===== config.mk =====
export PLATFORM = sky130hd
export DESIGN_NAME = nes_multi_poller
export DESIGN_NICKNAME = d
export VERILOG_FILES = /design/src/rtl/nes_multi_poller.sv
export SDC_FILE = /design/constraint.sdc
export NUM_CORES = 1
export LEC_CHECK = 0
export ABC_CLOCK_PERIOD_IN_PS = 2600
export CAP_MARGIN = 15
export CORE_ASPECT_RATIO = 1.75
export CORE_MARGIN = 2
export CORE_UTILIZATION = 53
export DETAILED_ROUTE_END_ITERATION = 16
export PLACE_DENSITY = 0.82
export SLEW_MARGIN = 0
export SYNTH_ARGS = -nofsm -noshare
export SYNTH_HDL_FRONTEND = slang
export SYNTH_SLANG_ARGS = --single-unit

===== constraint.sdc =====
create_clock -name clk -period 2.6 [get_ports clk]
set_input_delay 0.78 -clock clk [delete_from_list [all_inputs] [get_ports clk]]
set_output_delay 0.78 -clock clk [all_outputs]
set_load 0.02 [all_outputs]

===== src/rtl/nes_multi_poller.sv =====
`timescale 1ns/1ps
// nes_multi_poller: polls up to eight NES/SNES shift-register pads in
// parallel through one shared latch/pulse pair, with bit timing derived
// from the system clock.
//
// Ports:
//   clk, rst      system clock, asynchronous active-high reset
//   start         one-cycle frame request, honoured only while idle
//   data_in       active-low serial data, one line per pad
//   latch_out     shared latch to every pad
//   pulse_out     shared shift clock to every pad
//   busy          high from start acceptance through the publish cycle
//   valid         one-cycle strobe when buttons_out updates
//   buttons_out   pad p, bit k at [p*N_BITS+k]; 1 = pressed
//   pressed_out   buttons newly pressed this frame
//
// Optional feature: define NES_POLL_EDGE_EN to build the previous-frame
// register and publish rising edges on pressed_out; otherwise it is tied to 0.
module nes_multi_poller #(
  parameter int unsigned N_PADS  = 2,
  parameter int unsigned N_BITS  = 8,
  parameter int unsigned CLK_DIV = 150
) (
  input  logic                       clk,
  input  logic                       rst,
  input  logic                       start,
  input  logic [N_PADS-1:0]          data_in,
  output logic                       latch_out,
  output logic                       pulse_out,
  output logic                       busy,
  output logic                       valid,
  output logic [N_PADS*N_BITS-1:0]   buttons_out,
  output logic [N_PADS*N_BITS-1:0]   pressed_out
);

  localparam int unsigned W      = N_PADS * N_BITS;
  localparam int unsigned CW     = $clog2(CLK_DIV);
  localparam int unsigned IW     = (N_BITS > 1) ? $clog2(N_BITS) : 1;
  localparam bit          SINGLE = (N_BITS == 1);

  typedef enum logic [2:0] {
    IDLE, LATCH, GAP, PULSE_HI, PULSE_LO, DONE
  } state_t;

  state_t            state;
  logic [N_PADS-1:0] sync1, sync2;
  logic [CW-1:0]     cnt;
  logic [1:0]        tick_n;
  logic [IW-1:0]     idx;
  logic [W-1:0]      sr;
  logic [W-1:0]      sr_next;
  logic              tick_end;
  logic              last_bit;
  logic              load_c;

  assign tick_end = (cnt == CW'(CLK_DIV - 1));
  assign last_bit = (idx == IW'(N_BITS - 1));
  // Final sample of the frame: publish on the same edge that enters DONE.
  assign load_c   = tick_end && (((state == GAP) && SINGLE) ||
                                 ((state == PULSE_LO) && last_bit));

  // Shift register with the current bit of every pad inserted (inverted).
  always_comb begin
    sr_next = sr;
    for (int p = 0; p < int'(N_PADS); p++) begin
      for (int k = 0; k < int'(N_BITS); k++) begin
        if (idx == IW'(k)) sr_next[p*N_BITS + k] = ~sync2[p];
      end
    end
  end

  // Synchronizer, tick timing and frame sequencer.
  always_ff @(posedge clk or posedge rst) begin
    if (rst) begin
      sync1       <= '0;
      sync2       <= '0;
      state       <= IDLE;
      cnt         <= '0;
      tick_n      <= '0;
      idx         <= '0;
      sr          <= '0;
      latch_out   <= 1'b0;
      pulse_out   <= 1'b0;
      busy        <= 1'b0;
      valid       <= 1'b0;
      buttons_out <= '0;
    end else begin
      sync1 <= data_in;
      sync2 <= sync1;
      valid <= 1'b0;
      // Every state change other than IDLE/DONE happens at end of tick,
      // so wrapping at end of tick doubles as the clear-on-entry.
      cnt   <= (tick_end || state == IDLE || state == DONE) ? '0 : cnt + 1'b1;

      case (state)
        IDLE: begin
          if (start) begin
            state     <= LATCH;
            latch_out <= 1'b1;
            busy      <= 1'b1;
            tick_n    <= '0;
            idx       <= '0;
          end
        end
        LATCH: begin
          if (tick_end) begin
            tick_n <= tick_n + 1'b1;
            if (tick_n == 2'd3) begin
              state     <= GAP;
              latch_out <= 1'b0;
            end
          end
        end
        GAP: begin
          if (tick_end) begin
            sr  <= sr_next;
            idx <= IW'(1);
            if (!SINGLE) begin
              state     <= PULSE_HI;
              pulse_out <= 1'b1;
            end
          end
        end
        PULSE_HI: begin
          if (tick_end) begin
            state     <= PULSE_LO;
            pulse_out <= 1'b0;
          end
        end
        PULSE_LO: begin
          if (tick_end) begin
            sr <= sr_next;
            if (!last_bit) begin
              idx       <= idx + 1'b1;
              state     <= PULSE_HI;
              pulse_out <= 1'b1;
            end
          end
        end
        DONE: begin
          state <= IDLE;
          busy  <= 1'b0;
        end
        default: state <= IDLE;
      endcase

      if (load_c) begin
        state       <= DONE;
        valid       <= 1'b1;
        buttons_out <= sr_next;
      end
    end
  end

`ifdef NES_POLL_EDGE_EN
  logic [W-1:0] prev;

  // Rising-edge detect against the previously published frame.
  always_ff @(posedge clk or posedge rst) begin
    if (rst) begin
      prev        <= '0;
      pressed_out <= '0;
    end else if (load_c) begin
      pressed_out <= sr_next & ~prev;
      prev        <= sr_next;
    end
  end
`else
  assign pressed_out = '0;
`endif

endmodule

==> out/results.ini <==
[synthesis]
synthXorXnorAreaFrac = 0.0264
netlist_area_um2 = 2660
syn_inst = 259
synth-simple-area-share = 0.151
synth_top_family_by_area = simple AND/OR/NAND/NOR gates
muxShareOfSynthArea = 0.0669
synth-compound-area-share = 0.127
ys.warnings.count = 0
syn_avg_cell_area_um2 = 10.3
ys_types = 43
synthAdderAreaFrac = 0.0424
synth_seq_area_share = 0.509
ys_ff_latch = 54

[clock_tree]
cts_resized = 0
clock-sinks = 54
post_cts_buffers = 0
clk_latency_ns = 0.30
cts_hold_buf = 0
cts_buffers = 5
cts_root_buf = clkbuf_8
clk_pin_slew_ns = 0.09
htreeDepth = 2
cts_tree = done
clockBufferDepth = 2

[critical_path]
reg2regPathDepth = 6
required_ns = 1.82
crit_chain = clkdlybuf4s50_1
startpoint_type = flip-flop
crit_arrival_ns = 1.30
r2r_end = sr[12]$_DFFE_PP0P_
cp_max_fo = 3
cp_num_buf_inv = 1
cp_top_family = buffers and inverters
path_class = reg -> out
reg2reg_from = cnt[1]$_DFF_PP0_
cpMaxStageDelayCell = clkdlybuf4s50_1
rrSetupSlack_ns = 0.67
cpPeakStageDelay_ns = 0.61
crit_path_end_kind = primary output

[global_routing]
gr-total-overflow = 0
grt_pass1_vias = 1806
grt_pass1_wl_mm = 8.02
grt_max_degree = 35
track_usage = 0.184
grt_antenna_before_repair = 0

[layout]
drive_above_1_share = 0.0954
n_antenna_cell = 0
fin_area_um2 = 3000
final_cell_mix = dfrtp_1, o21ai_0, clkdlybuf4s50_1, nor2_1, nand2_1
final_common_cell = dfrtp_1
area_growth_pct = 13.0
final_nets = 296

[routing]
drc = 0
drt_wl_total_mm = 4.62
drt_iter0_drc = 38
drtPass1Iterations = 4
avgRoutedWirePerCell_um = 13.7
vias = 1830
vias_per_cell = 5.43
antenna_left = 0

[worst_hold_path]
whs_path_depth = 0
hold_end = sync2[0]$_DFF_PP0_
worstHoldStart = sync1[0]$_DFF_PP0_
hp-class = reg -> reg

[timing]
whs_ns = 0.354
slew_violations = 0
setup_viol = 0
fmax_ghz = 0.480
tightest_slew_ns = 0.558
max-slew-margin-rel = 0.625
finClkSkew_ns = 0.00473
period_share = 0.801
tns_ns = 0
hold_viol_final = 0
min_period_ns = 2.08
rsz0062_at_grt = false

[power]
power.total_mw = 1.44
p_leak_nw = 1.39
power_density_nw_per_um2 = 481
ir_drop_v = 0.000459

[outcome]
outcome = complete, no violations

[place]
io_buffers = 24
globalplace.congestion = 0.857
hpwlAfterDp_mm = 3.43
placed_cell_area_um2 = 2890

[floorplanning]
die_height_um = 97.7
die-area_um2 = 5620
die_x_um = 57.5
start_util = 0.543
io_pins = 41
coreArea_um2 = 4890
num_rows = 34

[flow_run]
drv_cap = 0

==> worst max path at each step <==
stage / end / cells after the start / slack, ns / startpoint
finish: busy / 1 / 0.52 / busy$_DFFE_PP0P_
global route: busy / 1 / 0.48 / busy$_DFFE_PP0P_
CTS: busy / 1 / 0.50 / busy$_DFFE_PP0P_
detailed placement: state[0]$_DFFE_PP0P_ / 5 / 0.38 / start
global placement: state[0]$_DFFE_PP0P_ / 5 / 0.42 / start
floorplan: busy$_DFFE_PP0P_ / 1 / 0.51 / rst
==> metal layers <==
layer | wire (µm) | vias to the layer above | global-route usage
met2 | 2540 | 59 | 0.331
met5 | 0 | - | 0
met3 | 194 | 13 | 0.0346
li1 | - | 902 | -
met4 | 145 | 0 | 0.104
met1 | 1740 | 856 | 0.191
==> metrics by stage <==
stage	setup WS (ns)	std cells	utilization
3_3_place_gp	0.421	329	0.591
5_1_grt	0.477	337	0.614
3_5_place_dp	0.377	329	0.591
6_report	0.517	337	0.614
4_1_cts	0.504	337	0.614
2_1_floorplan	0.505	274	-
==> cell usage after synthesis (all sizes together) <==
master,instances,share of area
dfrtp,54,0.51
o21ai,26,0.049
nand2,23,0.033
nor2,23,0.033
buf,17,0.047
a21oi,16,0.030
mux2,14,0.059
inv,13,0.018
ha,9,0.042
nand3,9,0.017
clkbuf,8,0.011
xor2,6,0.020
a22o,4,0.013
and2b,3,0.0085
nand2b,3,0.0071
and3,2,0.0047
mux2i,2,0.0075
nand4,2,0.0047
nor2b,2,0.0047
xnor2,2,0.0066
a211o,1,0.0033
a211oi,1,0.0028
a21boi,1,0.0028
a31oi,1,0.0024
a41oi,1,0.0033
and3b,1,0.0033
and4bb,1,0.0047
conb,1,0.0014
nand3b,1,0.0028
nand4bb,1,0.010
nor3,1,0.0019
nor3b,1,0.0028
nor4,1,0.0080
o2bb2ai,1,0.0033
o311ai,1,0.0033
o31a,1,0.0033
o31ai,1,0.0028
o32a,1,0.0038
o41ai,1,0.0033
or3,1,0.0024
or4,1,0.0028
==> state kept, by name, summed over array words and instances (netlist names), 2 cells and up <==
signal	flops
idx	3
tick_n	2
sr	14
state	3
buttons_out	16
sync1	2
sync2	2
cnt	8
==> cell type report <==
cell class,count,area [µm²]
Clock buffer,5,68.8
Clock inverter,3,40.0
Fill cell,423,1890
Inverter,13,48.8
Multi-Input combinational cell,182,1160
Sequential cell,54,1350
Tap cell,54,67.6
Timing Repair Buffer,26,268
==> where the power goes <==
group          switching (mW)  internal (mW)
combinational          0.0423         0.0102
clock                   0.261          0.283
sequential            0.00449          0.842
==> logic make-up (layout without fill, tap and decap cells) <==
group / count (synthesis) / in the layout
flip-flops: 54 / 54
AO/OA/AOI/OAI: 57 / 57
XOR/XNOR: 8 / 8
other: 1 / 16
multiplexers: 16 / 16
adder cells (fa/ha/maj): 9 / 9
buffers and inverters: 38 / 47
AND/OR/NAND/NOR: 76 / 76
No activity file was read; power rests on OpenSTA's default activity.
